`src/rtl/instr_fetch_unit_pkg.sv`:
```
// Shared types and constants for the instruction fetch unit.
package ifu_pkg;

  typedef enum logic [1:0] {
    IFU_IDLE  = 2'd0,
    IFU_RUN   = 2'd1,
    IFU_DRAIN = 2'd2
  } ifu_state_e;

  localparam int unsigned PC_INCR = 4;
  localparam int unsigned INSTR_W = 32;
  localparam logic [INSTR_W-1:0] NOP_INSTR = 32'h0000_0000;

endpackage

```
`src/rtl/instr_fetch_unit_fifo.sv`:
```
// Small register-based FIFO holding fetched {instruction, address} entries.
// Synchronous reset and flush; flush wins over a coincident push.
module ifu_fifo #(
  parameter int unsigned DEPTH = 2,
  parameter int unsigned WIDTH = 64
) (
  input  logic                         clk,
  input  logic                         rst,
  input  logic                         flush,
  input  logic                         push,
  input  logic [WIDTH-1:0]             push_data,
  input  logic                         pop,
  output logic [WIDTH-1:0]             head_data,
  output logic [$clog2(DEPTH+1)-1:0]   count
);

  localparam int unsigned PTR_W = (DEPTH > 1) ? $clog2(DEPTH) : 1;
  localparam int unsigned CNT_W = $clog2(DEPTH + 1);

  logic [WIDTH-1:0] mem_q [DEPTH];
  logic [WIDTH-1:0] mem_d [DEPTH];
  logic [PTR_W-1:0] wr_ptr_q, wr_ptr_d;
  logic [PTR_W-1:0] rd_ptr_q, rd_ptr_d;
  logic [CNT_W-1:0] cnt_q, cnt_d;
  logic             do_push, do_pop;

  function automatic logic [PTR_W-1:0] ptr_inc(input logic [PTR_W-1:0] p);
    return (p == PTR_W'(DEPTH - 1)) ? '0 : p + PTR_W'(1);
  endfunction

  // Next-state for storage, pointers and occupancy.
  always_comb begin
    do_push  = push && (cnt_q != CNT_W'(DEPTH));
    do_pop   = pop && (cnt_q != '0);
    mem_d    = mem_q;
    wr_ptr_d = wr_ptr_q;
    rd_ptr_d = rd_ptr_q;
    cnt_d    = cnt_q;
    if (flush) begin
      wr_ptr_d = '0;
      rd_ptr_d = '0;
      cnt_d    = '0;
    end else begin
      if (do_push) begin
        mem_d[wr_ptr_q] = push_data;
        wr_ptr_d        = ptr_inc(wr_ptr_q);
      end
      if (do_pop) begin
        rd_ptr_d = ptr_inc(rd_ptr_q);
      end
      case ({do_push, do_pop})
        2'b10:   cnt_d = cnt_q + CNT_W'(1);
        2'b01:   cnt_d = cnt_q - CNT_W'(1);
        default: cnt_d = cnt_q;
      endcase
    end
  end

  // State registers.
  always_ff @(posedge clk) begin
    if (rst) begin
      mem_q    <= '{default: '0};
      wr_ptr_q <= '0;
      rd_ptr_q <= '0;
      cnt_q    <= '0;
    end else begin
      mem_q    <= mem_d;
      wr_ptr_q <= wr_ptr_d;
      rd_ptr_q <= rd_ptr_d;
      cnt_q    <= cnt_d;
    end
  end

  assign head_data = mem_q[rd_ptr_q];
  assign count     = cnt_q;

endmodule

```
`src/rtl/instr_fetch_unit.sv`:
```
// Instruction fetch unit: owns the PC, issues in-order fetches under a
// credit limit of DEPTH (outstanding + buffered), buffers returned words and
// presents them to decode. Redirects flush the buffer and discard responses
// to requests already in flight.
// Optional: define IFU_STALL_CNT_EN to add the stall_cycles counter output.
module instr_fetch_unit
  import ifu_pkg::*;
#(
  parameter int unsigned        ADDR_W   = 32,
  parameter logic [ADDR_W-1:0]  RESET_PC = '0,
  parameter int unsigned        DEPTH    = 2
) (
  input  logic               clk,
  input  logic               rst,
  output logic               imem_req_valid,
  input  logic               imem_req_ready,
  output logic [ADDR_W-1:0]  imem_req_addr,
  input  logic               imem_rsp_valid,
  input  logic [31:0]        imem_rsp_data,
  output logic [31:0]        I,
  output logic               I_valid,
  input  logic               I_ready,
  output logic [ADDR_W-1:0]  I_pc,
  input  logic               redirect_valid,
  input  logic [ADDR_W-1:0]  redirect_pc
`ifdef IFU_STALL_CNT_EN
  ,
  output logic [31:0]        stall_cycles
`endif
);

  localparam int unsigned CNT_W = $clog2(DEPTH + 1);
  localparam int unsigned ENT_W = INSTR_W + ADDR_W;

  ifu_state_e        state_q, state_d;
  logic [ADDR_W-1:0] pc_q, pc_d;
  logic [ADDR_W-1:0] rsp_pc_q, rsp_pc_d;
  logic [CNT_W-1:0]  outst_q, outst_d;
  logic [CNT_W-1:0]  drop_q, drop_d;

  logic [CNT_W-1:0]  fifo_count;
  logic [ENT_W-1:0]  fifo_head;
  logic              fifo_push, fifo_pop;
  logic [CNT_W:0]    credit_used;
  logic [CNT_W:0]    drop_total;
  logic [ADDR_W-1:0] redir_pc;
  logic              req_fire;

  // Request issue: only in RUN and only while credits remain.
  always_comb begin
    credit_used    = {1'b0, outst_q} + {1'b0, fifo_count};
    imem_req_valid = (state_q == IFU_RUN) && (credit_used < (CNT_W+1)'(DEPTH));
    req_fire       = imem_req_valid && imem_req_ready;
    redir_pc       = redirect_pc & ~ADDR_W'(3);
  end

  // Next-state for PC, credit counters and fetch FSM.
  // On redirect every request still in flight (already-squashed, outstanding,
  // and one accepted this cycle) becomes a response to discard.
  always_comb begin
    pc_d       = pc_q;
    rsp_pc_d   = rsp_pc_q;
    outst_d    = outst_q;
    drop_d     = drop_q;
    state_d    = state_q;
    fifo_push  = 1'b0;
    drop_total = {1'b0, drop_q} + {1'b0, outst_q}
               + (CNT_W+1)'(req_fire) - (CNT_W+1)'(imem_rsp_valid);
    if (req_fire) begin
      pc_d    = pc_q + ADDR_W'(PC_INCR);
      outst_d = outst_q + CNT_W'(1);
    end
    if (redirect_valid) begin
      pc_d     = redir_pc;
      rsp_pc_d = redir_pc;
      outst_d  = '0;
      drop_d   = drop_total[CNT_W-1:0];
      state_d  = (drop_total == '0) ? IFU_RUN : IFU_DRAIN;
    end else begin
      case (state_q)
        IFU_IDLE: state_d = IFU_RUN;
        IFU_RUN: begin
          if (imem_rsp_valid) begin
            fifo_push = 1'b1;
            outst_d   = outst_d - CNT_W'(1);
            rsp_pc_d  = rsp_pc_q + ADDR_W'(PC_INCR);
          end
        end
        IFU_DRAIN: begin
          if (imem_rsp_valid) begin
            drop_d = drop_q - CNT_W'(1);
            if (drop_q == CNT_W'(1)) state_d = IFU_RUN;
          end
        end
        default: state_d = IFU_IDLE;
      endcase
    end
  end

  // State registers.
  always_ff @(posedge clk) begin
    if (rst) begin
      state_q  <= IFU_IDLE;
      pc_q     <= RESET_PC;
      rsp_pc_q <= RESET_PC;
      outst_q  <= '0;
      drop_q   <= '0;
    end else begin
      state_q  <= state_d;
      pc_q     <= pc_d;
      rsp_pc_q <= rsp_pc_d;
      outst_q  <= outst_d;
      drop_q   <= drop_d;
    end
  end

  assign fifo_pop = I_valid && I_ready;

  ifu_fifo #(
    .DEPTH (DEPTH),
    .WIDTH (ENT_W)
  ) u_fifo (
    .clk       (clk),
    .rst       (rst),
    .flush     (redirect_valid),
    .push      (fifo_push),
    .push_data ({imem_rsp_data, rsp_pc_q}),
    .pop       (fifo_pop),
    .head_data (fifo_head),
    .count     (fifo_count)
  );

  // Decode-side outputs come straight from the buffer head registers.
  always_comb begin
    imem_req_addr = pc_q;
    I_valid       = (fifo_count != '0);
    I             = I_valid ? fifo_head[ENT_W-1 -: INSTR_W] : NOP_INSTR;
    I_pc          = I_valid ? fifo_head[ADDR_W-1:0] : '0;
  end

`ifdef IFU_STALL_CNT_EN
  logic [31:0] stall_q, stall_d;

  // Count cycles where decode wants an instruction but none is ready.
  always_comb begin
    stall_d = stall_q;
    if (I_ready && !I_valid && (state_q == IFU_RUN || state_q == IFU_DRAIN)
        && (stall_q != '1)) begin
      stall_d = stall_q + 32'd1;
    end
  end

  // Stall counter register.
  always_ff @(posedge clk) begin
    if (rst) stall_q <= '0;
    else     stall_q <= stall_d;
  end

  assign stall_cycles = stall_q;
`endif

`ifndef SYNTHESIS
  rsp_has_owner: assert property (@(posedge clk) disable iff (rst)
    imem_rsp_valid |-> ((outst_q != '0) || (drop_q != '0)));
`endif

endmodule

```
`config.mk`:
```
export PLATFORM = sky130hd
export DESIGN_NAME = instr_fetch_unit
export DESIGN_NICKNAME = d
export VERILOG_FILES = /design/src/rtl/instr_fetch_unit_pkg.sv /design/src/rtl/instr_fetch_unit_fifo.sv /design/src/rtl/instr_fetch_unit.sv
export SDC_FILE = /design/constraint.sdc
export NUM_CORES = 1
export LEC_CHECK = 0
export ABC_AREA = 0
export ABC_CLOCK_PERIOD_IN_PS = 4200
export BUFFER_PORTS_ARGS = -buffer_cell sky130_fd_sc_hd__buf_2
export CORE_MARGIN = 8
export CORE_UTILIZATION = 51
export DETAILED_ROUTE_END_ITERATION = 12
export PLACE_DENSITY = 0.71
export SLEW_MARGIN = 5
export SYNTH_ARGS = -nofsm -noshare
export SYNTH_HDL_FRONTEND = slang
export SYNTH_SLANG_ARGS = --single-unit
export TNS_END_PERCENT = 10
```
`constraint.sdc`:
```
create_clock -name clk -period 4.2 [get_ports clk]
set_input_delay 0.63 -clock clk [delete_from_list [all_inputs] [get_ports clk]]
set_output_delay 0.63 -clock clk [all_outputs]
set_load 0.1 [all_outputs]
```
==> metrics.cfg <==
[clock_network]
postCtsResizedCells = 0
clk_pin_slew_ps = 70
postCtsSetupBuffers = 0
cts-hold-fix-buffers = 0
cts_max_path_buffers = 2
root_buffer = clkbuf_16
cts_sinks = 194
clock_latency_ps = 440
cts_buffers = 17
h-tree-depth = 4
cts_tree = done

[finish]
nNetsFinal = 1373
drive_gt1_share_pct = 17.1
fin_area_sq_mm = 0.0107
antenna_cells = 0
area_growth_pct = 15.7
final_core_util_pct = 59.9
nFillCells = 1678
fin_cells = 1536

[hold_path]
hold_depth = 3
hp-class = in2reg

[worst_setup_path]
critical_path_depth = 6
worstPathRequired_ps = 3570
path_max_fanout = 11
crit_family = simple AND/OR/NAND/NOR gates
cpPeakStageDelay_ps = 640
startpoint_type = flip-flop
critPathKind = reg2out
worstPathCellList = and2_1, fa_1, or4b_1, inv_1, buf_4, buf_2
rrSetupSlack_ps = 720
arrival_ps = 2890
crit_path_top_delay_cell = or4b_1
cp_num_buf_inv = 3
worst_r2r_path_depth = 10
critPathCaptureType = output port

[synth]
netlist_area_sq_mm = 0.00927
synth_compound_area_share_pct = 17.1
yosysSeqAreaShare_pct = 41.9
ys_async_sr_fraction_pct = 0
yosysWarnings = 0
post-synth-top-area-fraction_pct = 41.9
synth_mux_area_share_pct = 6.91
postSynthAreaPerCell_sq_um = 7.78
synth.distinct_cells = 54
synth_xor_area_share_pct = 2.27
ys.flop_type = dfxtp_1
synth-seq-cells = 194
netlist_instances = 1191
synth-edff-count = 0
post_synth_and_or_nand_nor_area_fraction_pct = 24.8
yosysTopAreaCell = dfxtp_1
synth-adder-area-share_pct = 1.46
synth_top_family_by_area = simple AND/OR/NAND/NOR gates
ys_top_cells_by_area = dfxtp_1 (42%), nand2_1 (11%), a21oi_1 (8.3%), mux2i_1 (6.9%), clkbuf_1 (3.3%)

[routing]
drtPass1Iterations = 5
met1_length_um = 11500
dr.max_layer_used = met4
vias = 8599
dr_wl_met3_um = 1910
drt-initial-drc-count = 507
drt_wl_total_um = 24800
routedWlPerCell_um = 16.1
drc_errors = 0
viasPerCell = 5.60
antenna_left = 0
wl_met2_um = 10900

[placed_design]
place_area_sq_mm = 0.0101
gp_congestion = 0.829
dp_cells = 1504
port_buffers = 161
place_ws_ps = 755
hpwl_um = 16600

[grt]
antenna_found_initial = 0
grt_pass1_wl_um = 39400
grt_max_degree = 84
grt-ovfl-total = 0
grt_pass1_vias = 7813
grt_usage_pct = 21.3

[sta]
finalClockSkew_ps = 9.59
tns_ps = 0
slew_headroom_pct = 34.0
period_needed_ps = 3520
slew_viol_final = 0
post-route-period-util_pct = 83.8
tightest_slew_ps = 987
hold_ws_ps = 432
timing.final.ws_setup_ps = 679
hold_viol = 0
max_freq_ghz = 0.284
setup_violations = 0
rsz0062_at_grt = no

[die]
initial_utilization_pct = 51.8
coreArea_sq_mm = 0.0179
die_height_um = 151
rows = 49
fp.dieArea_sq_mm = 0.0227
io_pins = 168
die_x_um = 151

[outcome]
status = finished, final reports clean

[power_and_ir_drop]
vdd_drop_max_mv = 0.320
powerDensity_mw_per_mm2 = 382
p_total_mw = 4.09
p_leak_nw = 3.78

[run]
drv_cap = 0

[cell usage after synthesis (3+ instances only)]
cell type,number
nand2_1,279
dfxtp_1,194
a21oi_1,154
clkbuf_1,82
nor2_1,81
mux2i_1,64
inv_1,32
nand4_1,29
o31a_1,27
nor4_1,22
nand3_1,21
a31oi_1,19
xnor2_1,16
a21boi_0,14
or4_1,12
and4_1,11
nor3_1,10
o21ai_0,10
or3_1,9
and3_1,8
buf_1,8
o21bai_1,8
xor2_1,8
ha_1,6
o31ai_1,6
a211oi_1,5
and2_1,4
buf_4,4
a21o_1,3
buf_2,3
fa_1,3
nand4b_1,3
nor2b_1,3
nor3b_1,3
o211ai_1,3
o21a_1,3
or2_2,3
[where the power goes]
group / switching [mW] / total, mW / internal (mW)
logic: 0.346 / 0.478 / 0.132
clock network: 0.750 / 1.63 / 0.884
registers: 0.0827 / 1.98 / 1.89
total: 1.18 / 4.09 / 2.91
[worst paths after layout]
| kind | start | to |
|---|---|---|
| setup / recovery | u_fifo.count[0]$_SDFFE_PP0P_ | imem_req_valid |
| hold / removal | imem_rsp_data[7] | u_fifo.mem_q[39]$_SDFFE_PP0P_ |
| setup reg to reg | u_fifo.count[0]$_SDFFE_PP0P_ | state_q[0]$_SDFFE_PP0P_ |
| hold reg to reg | u_fifo.mem_q[94]$_SDFFE_PP0P_ | u_fifo.mem_q[94]$_SDFFE_PP0P_ |
[flip-flops by register name (all words and copies together), names as in the netlist]
signal and flops:
u_fifo.mem_q 124, imem_req_addr 30, rsp_pc_q 30, drop_q 2, outst_q 2, state_q 2, u_fifo.count 2, u_fifo.rd_ptr_q 1
u_fifo.wr_ptr_q 1
[per-layer routing]
layer | GRT usage (%) | vias to the layer above
li1 | - | 4327
met1 | 29.6 | 3942
met5 | 0 | -
met2 | 32.4 | 295
met3 | 4.27 | 35
met4 | 7.32 | 0
[logic make-up (layout without fill, tap and decap cells)]
kind of cell | after synthesis | after routing
AO/OA/AOI/OAI | 263 | 263
XOR/XNOR | 24 | 24
adder cells (fa/ha/maj) | 9 | 9
buffers and inverters | 130 | 243
flip-flops | 194 | 194
multiplexers | 64 | 64
other | 1 | 4
AND/OR/NAND/NOR | 506 | 506
[area by class of cell]
| type | instances | area (sq um) | area share (%) |
|---|---|---|---|
| clock buffer | 17 | 425 | 3.97 |
| clock inverter | 15 | 156 | 1.46 |
| inverter | 33 | 124 | 1.16 |
| multi-input combinational | 870 | 4900 | 45.8 |
| sequential | 194 | 3890 | 36.3 |
| tap | 229 | 287 | 2.67 |
| timing repair buffer | 178 | 936 | 8.73 |
[cell usage in the layout (no fill, tap or decap), drive strengths merged, types with 5 or more instances in the layout]
cell    Yosys  routed
nand2     279     279
dfxtp     194     194
buf        15     178
a21oi     154     154
nor2       81      81
mux2i      64      64
inv        33      38
nand4      29      29
o31a       27      27
nor4       22      22
nand3      21      21
a31oi      19      19
clkbuf     82      17
xnor2      16      16
a21boi     14      14
or4        13      13
and4       11      11
nor3       10      10
o21ai      10      10
or3         9       9
and3        8       8
o21bai      8       8
xor2        8       8
o31ai       6       6
ha          6       6
clkinv      0       6
a211oi      5       5
[worst min-delay path: cells and delay by family]
kind,cells,cell delay (ps)
buffers and inverters,1,100
AND/OR/NAND/NOR,1,50
AO/OA/AOI/OAI,1,50
Power figures use the tool's default switching activity.
